<file path="src/rtl/mem_arb_pkg.sv">
// Shared types and constants for the two-port memory arbiter.
// Optional counters elsewhere are enabled by the MEM_ARB_PERF_EN macro.
package mem_arb_pkg;

   localparam int ADDR_W_DEF  = 16;
   localparam int DATA_W_DEF  = 16;
   localparam int MEM_LAT_DEF = 1;
   localparam int MEM_LAT_MAX = 7;
   localparam int LAT_CNT_W   = 3;

   typedef enum logic [1:0] {
      IDLE  = 2'd0,
      ISSUE = 2'd1,
      WAIT  = 2'd2,
      RESP  = 2'd3
   } arb_state_t;

endpackage

</file>
<file path="src/rtl/mem_arb_rr2.sv">
// Two-way round-robin pick: on a tie the port that did not win last time is chosen.
module mem_arb_rr2 (
   input  logic valid0,
   input  logic valid1,
   input  logic last_grant,
   output logic grant,
   output logic any
);

   assign any   = valid0 | valid1;
   assign grant = (valid0 && valid1) ? ~last_grant : valid1;

endmodule

</file>
<file path="src/rtl/mem_arbiter.sv">
// Arbiter sharing one single-ported memory between two requesters (accept/issue/wait/respond).
// Define MEM_ARB_PERF_EN to add saturating grant and conflict counters.
module mem_arbiter
   import mem_arb_pkg::*;
#(
   parameter int ADDR_W  = ADDR_W_DEF,
   parameter int DATA_W  = DATA_W_DEF,
   parameter int MEM_LAT = MEM_LAT_DEF
) (
   input  logic              clk,
   input  logic              reset,
   input  logic              req0_valid,
   input  logic              req0_we,
   input  logic [ADDR_W-1:0] req0_addr,
   input  logic [DATA_W-1:0] req0_wdata,
   output logic              req0_ready,
   output logic              rsp0_valid,
   output logic [DATA_W-1:0] rsp0_rdata,
   input  logic              req1_valid,
   input  logic              req1_we,
   input  logic [ADDR_W-1:0] req1_addr,
   input  logic [DATA_W-1:0] req1_wdata,
   output logic              req1_ready,
   output logic              rsp1_valid,
   output logic [DATA_W-1:0] rsp1_rdata,
   output logic              mem_en,
   output logic              mem_we,
   output logic [ADDR_W-1:0] mem_addr,
   output logic [DATA_W-1:0] mem_wdata,
   input  logic [DATA_W-1:0] mem_rdata,
   output logic              busy
`ifdef MEM_ARB_PERF_EN
   ,
   output logic [15:0]       perf_grant0,
   output logic [15:0]       perf_grant1,
   output logic [15:0]       perf_conflict
`endif
);

   // Out-of-range latencies are clamped to what the 3-bit wait counter can express.
   localparam int LAT_EFF = (MEM_LAT > MEM_LAT_MAX) ? MEM_LAT_MAX :
                            ((MEM_LAT < 0) ? 0 : MEM_LAT);
   localparam logic [LAT_CNT_W-1:0] LAT_LOAD =
      (LAT_EFF == 0) ? '0 : LAT_CNT_W'(LAT_EFF - 1);

   arb_state_t             state_reg, state_next;
   logic [LAT_CNT_W-1:0]   cnt_reg, cnt_next;
   logic                   last_grant_reg;
   logic                   port_reg;
   logic                   we_reg;
   logic [ADDR_W-1:0]      addr_reg;
   logic [DATA_W-1:0]      wdata_reg;
   logic [DATA_W-1:0]      rsp0_rdata_reg, rsp1_rdata_reg;
   logic [DATA_W-1:0]      cap_data;
   logic                   grant, any;
   logic                   accept, capture;

   mem_arb_rr2 u_rr2 (
      .valid0     (req0_valid),
      .valid1     (req1_valid),
      .last_grant (last_grant_reg),
      .grant      (grant),
      .any        (any)
   );

   always_comb begin
      state_next = state_reg;
      cnt_next   = cnt_reg;
      accept     = 1'b0;
      capture    = 1'b0;
      mem_en     = 1'b0;
      mem_we     = 1'b0;
      mem_addr   = '0;
      mem_wdata  = '0;
      case (state_reg)
         IDLE: begin
            if (any && !reset) begin
               accept     = 1'b1;
               state_next = ISSUE;
            end
         end
         ISSUE: begin
            mem_en    = 1'b1;
            mem_we    = we_reg;
            mem_addr  = addr_reg;
            mem_wdata = wdata_reg;
            if (LAT_EFF == 0) begin
               capture    = 1'b1;
               state_next = RESP;
            end else begin
               cnt_next   = LAT_LOAD;
               state_next = WAIT;
            end
         end
         WAIT: begin
            if (cnt_reg == '0) begin
               capture    = 1'b1;
               state_next = RESP;
            end else begin
               cnt_next = cnt_reg - 1'b1;
            end
         end
         RESP: begin
            state_next = IDLE;
         end
         default: begin
            state_next = IDLE;
         end
      endcase
   end

   // Writes are acknowledged with zero data so the response path is uniform.
   assign cap_data = we_reg ? '0 : mem_rdata;

   always_ff @(posedge clk or posedge reset) begin
      if (reset) begin
         state_reg      <= IDLE;
         cnt_reg        <= '0;
         last_grant_reg <= 1'b1;
         port_reg       <= 1'b0;
         we_reg         <= 1'b0;
         addr_reg       <= '0;
         wdata_reg      <= '0;
         rsp0_rdata_reg <= '0;
         rsp1_rdata_reg <= '0;
      end else begin
         state_reg <= state_next;
         cnt_reg   <= cnt_next;
         if (accept) begin
            last_grant_reg <= grant;
            port_reg       <= grant;
            we_reg         <= grant ? req1_we    : req0_we;
            addr_reg       <= grant ? req1_addr  : req0_addr;
            wdata_reg      <= grant ? req1_wdata : req0_wdata;
         end
         if (capture) begin
            if (port_reg) begin
               rsp1_rdata_reg <= cap_data;
            end else begin
               rsp0_rdata_reg <= cap_data;
            end
         end
      end
   end

   assign req0_ready = accept && !grant;
   assign req1_ready = accept && grant;
   assign rsp0_valid = (state_reg == RESP) && !port_reg;
   assign rsp1_valid = (state_reg == RESP) && port_reg;
   assign rsp0_rdata = rsp0_rdata_reg;
   assign rsp1_rdata = rsp1_rdata_reg;
   assign busy       = (state_reg != IDLE);

`ifdef MEM_ARB_PERF_EN
   logic [15:0] perf_grant0_reg, perf_grant1_reg, perf_conflict_reg;

   always_ff @(posedge clk or posedge reset) begin
      if (reset) begin
         perf_grant0_reg   <= '0;
         perf_grant1_reg   <= '0;
         perf_conflict_reg <= '0;
      end else begin
         if (accept && !grant && perf_grant0_reg != 16'hFFFF) begin
            perf_grant0_reg <= perf_grant0_reg + 16'd1;
         end
         if (accept && grant && perf_grant1_reg != 16'hFFFF) begin
            perf_grant1_reg <= perf_grant1_reg + 16'd1;
         end
         if (state_reg == IDLE && req0_valid && req1_valid && perf_conflict_reg != 16'hFFFF) begin
            perf_conflict_reg <= perf_conflict_reg + 16'd1;
         end
      end
   end

   assign perf_grant0   = perf_grant0_reg;
   assign perf_grant1   = perf_grant1_reg;
   assign perf_conflict = perf_conflict_reg;
`endif

endmodule
</file>
<file path="config.mk">
export PLATFORM = sky130hd
export DESIGN_NAME = mem_arbiter
export DESIGN_NICKNAME = d
export VERILOG_FILES = /design/src/rtl/mem_arb_pkg.sv /design/src/rtl/mem_arb_rr2.sv /design/src/rtl/mem_arbiter.sv
export SDC_FILE = /design/constraint.sdc
export NUM_CORES = 1
export LEC_CHECK = 0
export BUFFER_PORTS_ARGS = -buffer_cell sky130_fd_sc_hd__buf_2
export CORE_MARGIN = 1.5
export CORE_UTILIZATION = 51
export DETAILED_ROUTE_END_ITERATION = 8
export PLACE_DENSITY = 0.94
export SYNTH_ARGS = -nofsm -noshare
export SYNTH_HDL_FRONTEND = slang
export SYNTH_SLANG_ARGS = --single-unit
</file>
<file path="constraint.sdc">
create_clock -name clk -period 3.5 [get_ports clk]
set_input_delay 0.525 -clock clk [delete_from_list [all_inputs] [get_ports clk]]
set_output_delay 0.525 -clock clk [all_outputs]
set_load 0.02 [all_outputs]
</file>
==> results by group <==
STA
  • Fin Setup TNS: 0 ns
  • Clock Skew: ~0.0078 ns
  • Final hold viol count: 0
  • Headroom to the max-slew limit: 0.314
  • Max Clk Rate: 349 MHz
  • Final cycle utilization of the critical path: 0.818
  • Minimum clock period: 2.86 ns
  • # setup viols final: 0
  • Slew @ Worst Pin: 1.03 ns
  • RSZ-0062 raised after global routing: false
  • Fin. max-slew vios: 0

Synth
  • Post-Synth Adder-Cell Area: 0.0292
  • Mux contribution to synthesized area: 0.00913
  • Seq/Total Area, Yosys: 0.526
  • Post-Synth XOR/XNOR Area: 0
  • Ys flop type: dfrtp_1
  • Main area contributors after synthesis: dfrtp_1 52%, a221o_1 9.6%, a21boi_0 7.0%
  • Post-Synth Simple-Gate Area: 0.158
  • Mapped Cells: between 300 and 400
  • Synth Area in Compound Gates: 0.228
  • Synth top area share: 0.519
  • Mean Syn Cell Area: roughly 11 um^2
  • Syn. warnings: 0
  • Mapped Area: 3420 um^2
  • Ys async rst share: 1.00
  • Syn Nets: 415
  • Number of flops mapped to enable cells by yosys: 0
  • FF+latch count, synth: 72
  • Synth area leader: dfrtp_1
  • Largest family of logic cells by synthesized area: compound AO/OA/AOI/OAI gates
  • Netlist cell types: 29

Worst setup path
  • CP max stage delay: 0.50 ns
  • Worst setup SP type: flip-flop
  • CP Buf/Inv Count: 3
  • Nature of the critical path endpoint: primary output
  • Crit-path cells: inv_1 -> ha_1 -> nor2b_4 -> buf_4 -> and3_4 -> buf_2
  • CP arrival: 2.34 ns
  • Crit path max-delay cell type: and3_4
  • CP required: 2.97 ns
  • Worst Setup Path Type: flip-flop to primary output
  • CP top delay family: buffers and inverters
  • CP max FO: 37

GRT
  • First-pass GRT wire length: approximately 14 mm
  • Largest net degree at the start of global routing: 38
  • Total grt overflow: 0
  • Vias in the first global route: a little under 3000
  • Total GRT Usage: 0.245
  • Antenna violations before repair: 0

Min path
  • Hold crit path type: primary input to async pin

Power
  • Peak VDD IR: 0.000384 V
  • P per Cell Area: 897 nW/um^2
  • Int Power: 2.45 mW
  • Combinational Power Share: 0.435
  • Switch share: 0.386
  • Switch Pwr: approximately 1.5 mW
  • Reg power frac: 0.361
  • Lkg Pwr: around 2.4 nW
  • Clk pwr share: 0.204

Layout
  • Nets@finish: between 500 and 600
  • Fillcell total: 479
  • Reg area: around 1800 um^2
  • Ratio of cells with drive above 1 in the final layout: 0.386
  • Area Growth Syn to Fin: 29.8%
  • Highest-count cells in the layout ignoring fill and taps: 156 x buf_2, 71 x dfrtp_1, 36 x nand2_1, 34 x and2_1
  • N_diodes: 0
  • Post-route cell area: 4450 um^2
  • Fin cells: ~550
  • Area taken by multi-input logic gates: 1460 um^2
  • Commonest non-fill, non-tap cell in the layout: buf_2

Placed design
  • Area of placed instances: 4190 um^2
  • Routability Congestion: just under 0.8
  • Post-Place Cells: 532
  • DP HPWL: 6.01 mm
  • IO Port Bufs: 156

Clock tree
  • Clock slew at reported path FFs: 0.08 ns
  • Clk sinks: 72
  • Hold-fix buffers, CTS: 0
  • Max clock buf depth: 2
  • Clock latency on the worst-skew pair: 0.34 ns
  • H-tree levels: 3
  • Root Buffer: clkbuf_8
  • Post-CTS setup buffers: 0
  • Post_cts resized: 0
  • CTS tree: done
  • Cts bufs inserted: 9

Die
  • Core ar.: about 6400 um^2
  • Die width: ~85 um
  • Vert. Die Dim: 84.9 um
  • Die footprint: 7220 um^2
  • Starting Density: 0.533
  • # IOs: 157
  • Number of core rows: 29

Run status
  • Status: complete, but fails checks
  • Failing checks: design-rule violations

Detailed routing
  • DRT iter0 DRCs: 127
  • Antenna Violating Nets Remaining: 0
  • DRC Markers: 11
  • Wire per inst: 15.2 um
  • Routed WL: 8.32 mm
  • Vias: 2975
  • DR vias/cell: 5.43
  • Pre-antenna DRT Iters: 7

Job
  • # Max-Cap Violations: 0
==> power groups by stage <==
stage / clock network, mW / registers (mW) / logic [mW]
floorplan: 0 / 1.59 / 1.06
global placement: 0 / 1.43 / 1.68
detailed placement: 0 / 1.44 / 1.75
CTS: 0.830 / 1.44 / 1.75
global route: 0.871 / 1.49 / 1.92
finish: 0.814 / 1.44 / 1.74
==> cell families after synthesis <==
group                    count (synthesis)
flip-flops                              72
multiplexers                             3
adder cells (fa/ha/maj)                  8
AO/OA/AOI/OAI                          105
buffers and inverters                   33
AND/OR/NAND/NOR                        100
==> synth_stat cells, types with 4 or more instances <==
cell / count
o21ai_0: 33
nand2_1: 36
buf_6: 5
buf_2: 4
a221o_1: 33
dfrtp_1: 71
a21boi_0: 32
nand2b_1: 18
clkbuf_1: 17
ha_1: 8
inv_1: 7
and2_1: 34
==> routing by layer <==
metal | routed length, um | GRT usage | vias up | share of wire
met1 | 3560 | 0.312 | 1391 | 0.43
met5 | 0 | 0 | - | 0
li1 | - | - | 1413 | -
met4 | 229 | 0.115 | 0 | 0.028
met3 | 642 | 0.0584 | 23 | 0.077
met2 | 3880 | 0.395 | 148 | 0.47
==> cell type report <==
type                            count  area share
Timing Repair Buffer              160       0.182
Clock buffer                       11      0.0341
Sequential cell                    72       0.406
Multi-Input combinational cell    216       0.327
Tap cell                           77      0.0217
Inverter                            7     0.00591
Clock inverter                      5      0.0231
==> metrics by stage <==
stage               utilization  total power, mW  setup WS [ns]  hold WS, ns
finish                    0.692             3.99          0.637        0.327
global route              0.692             4.28          0.461        0.389
CTS                       0.692             4.02          0.591        0.339
detailed placement        0.653             3.20          0.993        0.465
global placement          0.653             3.11           1.07        0.457
floorplan                     -             2.64           1.15        0.450
==> path summary, 6_finish.rpt <==
path / to / startpoint / slack, ns / depth (start not counted)
min: rsp0_rdata[15]$_DFFE_PP0P_ / reset / 0.33 / 2
max in group asynchronous: rsp0_rdata[2]$_DFFE_PP0P_ / reset / 2.42 / 3
min in group clk: addr_reg[1]$_DFFE_PP0P_ / req1_addr[1] / 0.41 / 2
max reg2reg: cnt_reg[1]$_DFFE_PP0P_ / state_reg[1]$_DFFE_PP0P_ / 1.35 / 4
min reg2reg: rsp0_rdata[11]$_DFFE_PP0P_ / rsp0_rdata[11]$_DFFE_PP0P_ / 0.47 / 2
max: req0_ready / state_reg[0]$_DFFE_PP0P_ / 0.64 / 6
(Power assumes the default switching activity.)
